<file path="config.mk">
export PLATFORM = sky130hd
export DESIGN_NAME = spi_cs_arbiter
export DESIGN_NICKNAME = d
export VERILOG_FILES = /design/src/rtl/spi_cs_arbiter.sv
export SDC_FILE = /design/constraint.sdc
export NUM_CORES = 1
export LEC_CHECK = 0
export BUFFER_PORTS_ARGS = -buffer_cell sky130_fd_sc_hd__buf_2
export CORE_MARGIN = 2
export CORE_UTILIZATION = 30
export CTS_CLUSTER_DIAMETER = 150
export DETAILED_ROUTE_END_ITERATION = 6
export SLEW_MARGIN = 40
export SYNTH_ARGS = -nofsm -noshare
export SYNTH_HDL_FRONTEND = slang
export SYNTH_SLANG_ARGS = --single-unit
</file>
<file path="constraint.sdc">
create_clock -name clk -period 8.2 [get_ports clk]
set_input_delay 1.23 -clock clk [delete_from_list [all_inputs] [get_ports clk]]
set_output_delay 1.23 -clock clk [all_outputs]
set_load 0.01 [all_outputs]
</file>
<file path="src/rtl/spi_cs_arbiter.sv">
// Round-robin arbiter sharing one SPI master among 8 chip-select requesters.
// Define SPI_ARB_TIMEOUT_EN to add a BUSY-state watchdog driving timeout_err.
module spi_cs_arbiter #(
  parameter int unsigned SETUP_CYC   = 4,
  parameter int unsigned HOLD_CYC    = 4,
  parameter int unsigned GAP_CYC     = 2,
  parameter int unsigned TIMEOUT_CYC = 1024
) (
  input  logic       clk,
  input  logic       rstb,
  input  logic [7:0] req,
  input  logic [7:0] req_mask,
  input  logic       spi_done,
  output logic       spi_start,
  output logic [2:0] cs_sel,
  output logic       cs_n,
  output logic [7:0] grant,
  output logic [7:0] done,
  output logic       busy,
  output logic       timeout_err
);

  localparam int unsigned N  = 8;
  localparam int unsigned IW = 3;
  localparam int unsigned CW = 8;
  localparam int unsigned TW = 11;

  localparam logic [CW-1:0] SETUP_LAST = CW'(SETUP_CYC - 1);
  localparam logic [CW-1:0] HOLD_LAST  = CW'(HOLD_CYC - 1);
  localparam logic [CW-1:0] GAP_LAST   = CW'(GAP_CYC - 1);

  // Elaboration-time range guard on the timing parameters.
  if (SETUP_CYC < 1 || SETUP_CYC > 255 || HOLD_CYC < 1 || HOLD_CYC > 255 ||
      GAP_CYC < 1 || GAP_CYC > 255 || TIMEOUT_CYC < 1 || TIMEOUT_CYC > 2047) begin : g_bad_param
    $error("spi_cs_arbiter: timing parameter out of range");
  end

  typedef enum logic [2:0] {
    IDLE  = 3'd0,
    SETUP = 3'd1,
    START = 3'd2,
    BUSY  = 3'd3,
    HOLD  = 3'd4,
    GAP   = 3'd5
  } state_t;

  state_t        state;
  logic [CW-1:0] cnt;
  logic [IW-1:0] last;

  logic [N-1:0]  cand_c;
  logic [IW-1:0] idx_c;
  logic [IW-1:0] pick_c;
  logic          pick_vld_c;

  // First enabled request searching upward from the slot after the last grant.
  always_comb begin
    cand_c     = req & req_mask;
    idx_c      = '0;
    pick_c     = '0;
    pick_vld_c = 1'b0;
    for (int i = 1; i <= int'(N); i++) begin
      idx_c = last + IW'(i);
      if (!pick_vld_c && cand_c[idx_c]) begin
        pick_c     = idx_c;
        pick_vld_c = 1'b1;
      end
    end
  end

`ifdef SPI_ARB_TIMEOUT_EN
  localparam logic [TW-1:0] TMO_LAST = TW'(TIMEOUT_CYC - 1);
  logic [TW-1:0] tcnt;
`else
  assign timeout_err = 1'b0;
`endif

  // Transfer sequencer; cs_sel only moves on the IDLE->SETUP edge while cs_n is high.
  always_ff @(posedge clk or negedge rstb) begin
    if (!rstb) begin
      state     <= IDLE;
      cnt       <= '0;
      last      <= IW'(N - 1);
      cs_sel    <= '0;
      cs_n      <= 1'b1;
      grant     <= '0;
      done      <= '0;
      spi_start <= 1'b0;
      busy      <= 1'b0;
`ifdef SPI_ARB_TIMEOUT_EN
      tcnt        <= '0;
      timeout_err <= 1'b0;
`endif
    end else begin
      spi_start <= 1'b0;
      done      <= '0;
      unique case (state)
        IDLE: begin
          if (pick_vld_c) begin
            cs_sel <= pick_c;
            grant  <= N'(1) << pick_c;
            last   <= pick_c;
            cs_n   <= 1'b0;
            cnt    <= '0;
            busy   <= 1'b1;
            state  <= SETUP;
          end
        end
        SETUP: begin
          if (cnt == SETUP_LAST) begin
            cnt       <= '0;
            spi_start <= 1'b1;
            state     <= START;
          end else begin
            cnt <= cnt + CW'(1);
          end
        end
        START: begin
`ifdef SPI_ARB_TIMEOUT_EN
          tcnt <= '0;
`endif
          state <= BUSY;
        end
        BUSY: begin
`ifdef SPI_ARB_TIMEOUT_EN
          if (spi_done) begin
            cnt   <= '0;
            state <= HOLD;
          end else if (tcnt == TMO_LAST) begin
            timeout_err <= 1'b1;
            cnt         <= '0;
            state       <= HOLD;
          end else begin
            tcnt <= tcnt + TW'(1);
          end
`else
          if (spi_done) begin
            cnt   <= '0;
            state <= HOLD;
          end
`endif
        end
        HOLD: begin
          if (cnt == HOLD_LAST) begin
            cnt   <= '0;
            cs_n  <= 1'b1;
            done  <= grant;
            grant <= '0;
            state <= GAP;
          end else begin
            cnt <= cnt + CW'(1);
          end
        end
        GAP: begin
          if (cnt == GAP_LAST) begin
            cnt   <= '0;
            busy  <= 1'b0;
            state <= IDLE;
          end else begin
            cnt <= cnt + CW'(1);
          end
        end
        default: state <= IDLE;
      endcase
    end
  end

endmodule

</file>
== After elaboration in Yosys (flattened, before gate mapping) ==
Index checks and enable logic that the tools add are counted.

* Word-level logic and storage cells: 119
* Bits of input ports: 19
* Output and inout port bits: 23
* Register bits: 36

* Bitwise logic cells: 1
* Shift operators: 1
* Add/sub/neg operators: 8
* Order comparisons: 8
* Reductions and logical operators: 24
* Equal/unequal tests: 12
* Muxes and demuxes: 56

{| class="wikitable"
|+ Operator list
! cell !! count
|-
| 2-to-1 mux 8 bit || 8
|-
| 2-to-1 mux 3 bit || 13
|-
| less-than comparator 3 x 4 -> 1 bit (second input constant) || 8
|-
| case mux 8 bit (4 select lines) || 1
|-
| binary-select mux 1 bit (select 3 bit) || 8
|-
| 2-to-1 mux 1 bit || 22
|-
| case mux 3 bit (6 select lines) || 1
|-
| case mux 8 bit (2 select lines) || 1
|-
| adder 3 bit (second input constant) || 4
|-
| != test 2 bit (second input constant) || 5
|-
| AND reduction 3 bit || 3
|-
| adder 8 x 1 -> 8 bit (second input constant) || 1
|-
| AND 8 bit || 1
|-
| equality test 8 x 1 -> 1 bit (second input constant) || 1
|-
| equality test 8 x 2 -> 1 bit (second input constant) || 1
|-
| << shifter 1 x 3 -> 8 bit (first input constant) || 1
|-
| logical AND 1 bit || 7
|-
| logical NOT 1 bit || 7
|-
| adder 3 x 2 -> 3 bit (second input constant) || 2
|-
| equality test 3 x 2 -> 1 bit (second input constant) || 2
|-
| equality test 3 bit (second input constant) || 2
|-
| AND reduction 5 bit || 1
|-
| case mux 1 bit (2 select lines) || 2
|-
| nonzero test 2 bit || 2
|-
| other kinds (6) || 6
|}

== Depth between registers and ports, before layout ==
* Depth after elaboration: 28
* Depth in mapped cells: 13
* Gate-level depth less buffers: 10

== Worst setup path after synthesis ==
OpenSTA, ideal clock, no wires.

* Kind: reg2reg
* Start: reg last[1]
* End: reg grant[0]
* Library setup time: 0.122 ns
* Path buffers: 2
* Required time: 8.078 ns
* Cell stages (with the launch flop): 12
* Period minus slack after synthesis: 3.457 ns
* Data arrival time: 3.336 ns
* Setup slack: 4.743 ns
* Cells stage by stage: dfstp_2 -> clkbuf_1 -> inv_1 -> ha_1 -> buf_2 -> inv_2 -> mux4_2 -> nand2b_4 -> nor4b_4 -> a2111oi_2 -> and2_1 -> a32o_1

* Word-level cells in the longest chain between the ends: 28
* Elaborated cells on any way between the ends: 58
* Classes of those cells: add/sub (7); eq/ne (1); shift (1); mux (34); reduce/logical (15)

{| class="wikitable"
|+ Ends and longest elaborated chain
! item !! line !! RTL
|-
| from (decl) || 49 || <nowiki>logic [IW-1:0] last;</nowiki>
|-
| from (signal assigned) || 83 || <nowiki>last <= IW'(N - 1);</nowiki>
|-
| from (signal assigned) || 102 || <nowiki>last <= pick_c;</nowiki>
|-
| adder 3 x 1 -> 3 bit || 63 || <nowiki>idx_c = last + IW'(i);</nowiki>
|-
| binary-select mux 1 bit (select 3 bit) || 64 || <nowiki>if (!pick_vld_c && cand_c[idx_c]) begin</nowiki>
|-
| 2-to-1 mux 1 bit (implied by the code) || 64 ||
|-
| 2-to-1 mux 1 bit || 64 ||
|-
| logical NOT 1 bit || 64 ||
|-
| logical AND 1 bit || 64 ||
|-
| 2-to-1 mux 1 bit || 64 ||
|-
| logical NOT 1 bit || 64 ||
|-
| [12 not listed] || -- ||
|-
| logical AND 1 bit || 64 ||
|-
| 2-to-1 mux 1 bit || 64 ||
|-
| logical NOT 1 bit || 64 ||
|-
| logical AND 1 bit || 64 ||
|-
| 2-to-1 mux 3 bit || 64 ||
|-
| << shifter 1 x 3 -> 8 bit || 101 || <nowiki>grant <= N'(1) << pick_c;</nowiki>
|-
| 2-to-1 mux 8 bit || 99 || <nowiki>if (pick_vld_c) begin</nowiki>
|-
| case mux 8 bit (2 select lines) || 97 || <nowiki>unique case (state)</nowiki>
|-
| to (signal assigned) || 101 ||
|-
| to (decl) || 17 || <nowiki>output logic [7:0] grant,</nowiki>
|}

Several ways; a longest one is shown, not always the timed one. The select of a mux whose other input is x is not followed.
A chain may end at the register's enable or synchronous reset.

== Final worst setup path ==
* Start: reg last[0]
* End: reg grant[5]

Same word-level chain as after synthesis.

==> results_dict.tcl <==
set metrics [dict create \
    worstHoldStart "cs_sel[1]" \
    worst-r2r-cell-count 9 \
    synthToLayoutAreaGrowth_pct 15.7 \
    ctsRootBufferMaster "clkbuf_8" \
    drt_first_pass_iters 4 \
    fillers 831 \
    ant_nets 0 \
    period_minus_slack_ps 3810 \
    synth-edff-count 0 \
    hold_class "flop to flop" \
    grt_overflow_total 0 \
    p_per_area_nw_per_um2 454 \
    drc 0 \
    cp.arrival_ps 3990 \
    diodes 0 \
    synth_fp_nets 290 \
    crit_chain "inv_2 -> ha_1 -> inv_2 -> mux4_2 -> nand2b_4 -> nor4b_4 -> a2111o_2 -> nor2_2 -> a32o_1" \
    gp_congestion 0.908 \
    fmax_ghz 0.263 \
    clock_latency_ps 290 \
    setup_viol 0 \
    ios 42 \
    initial_core_util_pct 30.7 \
    vdd.ir_drop.worst_v 0.000140 \
    min_to "cs_sel[1]" \
    synthCells 267 \
    port_buffers 40 \
    post_cts_buffers 0 \
    wl_met2_um 2980 \
    slowest_delay_ps 890 \
    critPathRequiredTime_ps 8380 \
    vias 2241 \
    wl_met3_um 202 \
    netlist_area_sq_um 2510 \
    r2r_slack_ps 4390 \
    yosysSeqAreaShare_pct 36.1 \
    slew-limit-headroom_pct 51.4 \
    die_area_sq_um 9120 \
    register_area_sq_um 906 \
    path_depth 9 \
    max_cap_violations 0 \
    cp_slowest_cell "dfstp_2" \
    yosysUniqueCellTypes 64 \
    drive_gt1_share_pct 25.4 \
    hold_viol_final 0 \
    ys_warn_count 0 \
    leakagePower_nw 1.28 \
    htree_num_levels 2 \
    crit_type "flop to flop" \
    worst_pin_slew_ps 724 \
    cts.sinks 36 \
    cts_tree "built" \
    crit_buf_inv 2 \
    clock_skew_ps 8.45 \
    timing.rr.start "last[0]" \
    ys.flop_type "dfrtp_1" \
    avgRoutedWirePerCell_um 14.4 \
    cts_max_path_buffers 2 \
    wirelength_um 5880 \
    num_rows 33 \
    chipWidth_um 95.5 \
    grt_pass1_wl_um 9980 \
    hold_depth 2 \
    die_y_um 95.5 \
    dp_hpwl_um 4320 \
    async_reset_ff_share_pct 100 \
    track_usage_pct 13.7 \
    crit_fanout 30 \
    wl_met1_um 2670 \
    reg2reg_to "grant[5]" \
    endpoint_kind "flop" \
    multi_input_area_sq_um 1520 \
    cts-buffers-inserted 5 \
    cts_resized 0 \
    path_delay_family "flip-flops" \
    tns_ps 0 \
    drt_iter0_markers 124 \
    startpoint_type "flop" \
    highest_layer "met4" \
    period_share_pct 46.4 \
    nets 325 \
    grt_max_degree 37 \
    vias_per_cell 5.49 \
    synth.avg_cell_area_sq_um 9.41 \
    hold_buffers 0 \
    grt_pass1_vias 2162 \
    status "finished clean" \
    grt_setup_unrepaired "no" \
    crit_top_cell "inv_2" \
    drv_slew 0 \
    ys_ff_latch 36 \
    antenna_found_initial 0 \
    core_sq_um 8180 \
    power.total_w 0.00132 \
    clk_pin_slew_ps 80 \
]
[cell families after synthesis]
kind of cell	Yosys count	synth area share, %
AND/OR/NAND/NOR	94	19.2
other	1	0.149
adder cells (fa/ha/maj)	4	1.99
multiplexers	15	10.5
buffers and inverters	21	3.59
AO/OA/AOI/OAI	91	26.8
XOR/XNOR	5	1.74
flip-flops	36	36.1
[cell usage in the layout (no fill, tap or decap), drive strengths merged, types with 4 or more instances in the layout]
cell type,netlist,routed
mux4,9,9
o22ai,4,4
o21ai,20,20
o211ai,5,5
dfrtp,32,32
a31oi,6,6
a21oi,10,10
dfstp,4,4
nand2,26,26
nand3,16,16
a32o,8,8
clkbuf,5,5
nand2b,4,4
and2,9,9
nor2,25,25
buf,7,40
ha,4,4
mux2i,5,5
inv,8,8
o21a,10,10
[tightest hold or removal path, delay by kind of cell, from the launching register on]
kind,cells,cell delay (ps)
flip-flops,1,340
AO/OA/AOI/OAI,1,70
AND/OR/NAND/NOR,1,50
[registers in the layout, summed over array words and instances (netlist names)]
| register | flops |
|---|---|
| grant | 8 |
| last | 3 |
| cs_sel | 3 |
| busy | 1 |
| cs_n | 1 |
| cnt | 8 |
| spi_start | 1 |
| state | 3 |
| done | 8 |
[synth_stat cells (2+ instances only)]
cell type,number,area share [%]
nor2_1,23,3.4
o21ai_0,13,2.6
buf_2,6,1.2
a21oi_1,10,2.0
xnor2_1,3,1.0
ha_1,4,2.0
o22ai_1,4,1.0
dfstp_2,4,4.2
or3_1,2,0.50
a2bb2oi_1,2,0.70
a32o_1,8,3.2
dfrtp_1,32,32
o21a_1,10,3.0
a221oi_1,2,0.70
and2_1,9,2.2
nand2_1,26,3.9
o21ai_1,5,1.0
inv_2,2,0.30
o21ai_2,2,0.70
a21o_1,3,0.90
nand3_1,15,3.0
nor3_1,2,0.40
xor2_1,2,0.70
and3_1,3,0.75
mux2i_1,5,2.0
clkbuf_1,5,0.75
mux4_2,9,8.1
o211ai_1,4,1.2
inv_1,6,0.90
a2111oi_0,2,0.70
nor2_2,2,0.50
a31oi_1,6,1.5
nand2b_1,3,0.75
o221ai_1,3,1.0
[stage by stage]
step / hold WS, ps / area (sq um) / instances / setup WS, ps / utilization (%)
3_5_place_dp: 482 / 2790 / 400 / 4390 / 34.1
3_3_place_gp: 479 / 2790 / 400 / 4440 / 34.1
2_1_floorplan: 450 / 2510 / 267 / 4740 / -
5_1_grt: 524 / 2910 / 408 / 4130 / 35.5
4_1_cts: 499 / 2900 / 408 / 4380 / 35.5
6_report: 492 / 2910 / 408 / 4390 / 35.5
[per-layer routing]
| layer | up-vias | track usage (%) |
|---|---|---|
| met3 | 4 | 2.61 |
| li1 | 1089 | - |
| met2 | 44 | 23.8 |
| met4 | 0 | 2.86 |
| met1 | 1104 | 17.7 |
| met5 | - | 0 |
[where the power goes]
part           switching (W)  internal, W
sequential         0.0000918     0.000232
clock              0.0000684    0.0000900
combinational       0.000487     0.000351
[final cells by class]
type / count / share of cell area [%]
tap: 105 / 4.52
multi-input combinational: 210 / 52.3
timing repair buffer: 40 / 6.98
inverter: 9 / 1.16
clock buffer: 5 / 2.37
clock inverter: 3 / 1.46
sequential: 36 / 31.2
[worst max path at each step]
stage	start	to	slack, ps
4_1_cts	last[0]	grant[5]	4380
5_1_grt	last[0]	grant[5]	4130
2_1_floorplan	last[1]	grant[0]	4740
3_5_place_dp	last[0]	grant[5]	4390
6_report	last[0]	grant[5]	4390
3_3_place_gp	last[0]	grant[0]	4440
Note: power is estimated with default switching activity, not from simulation.
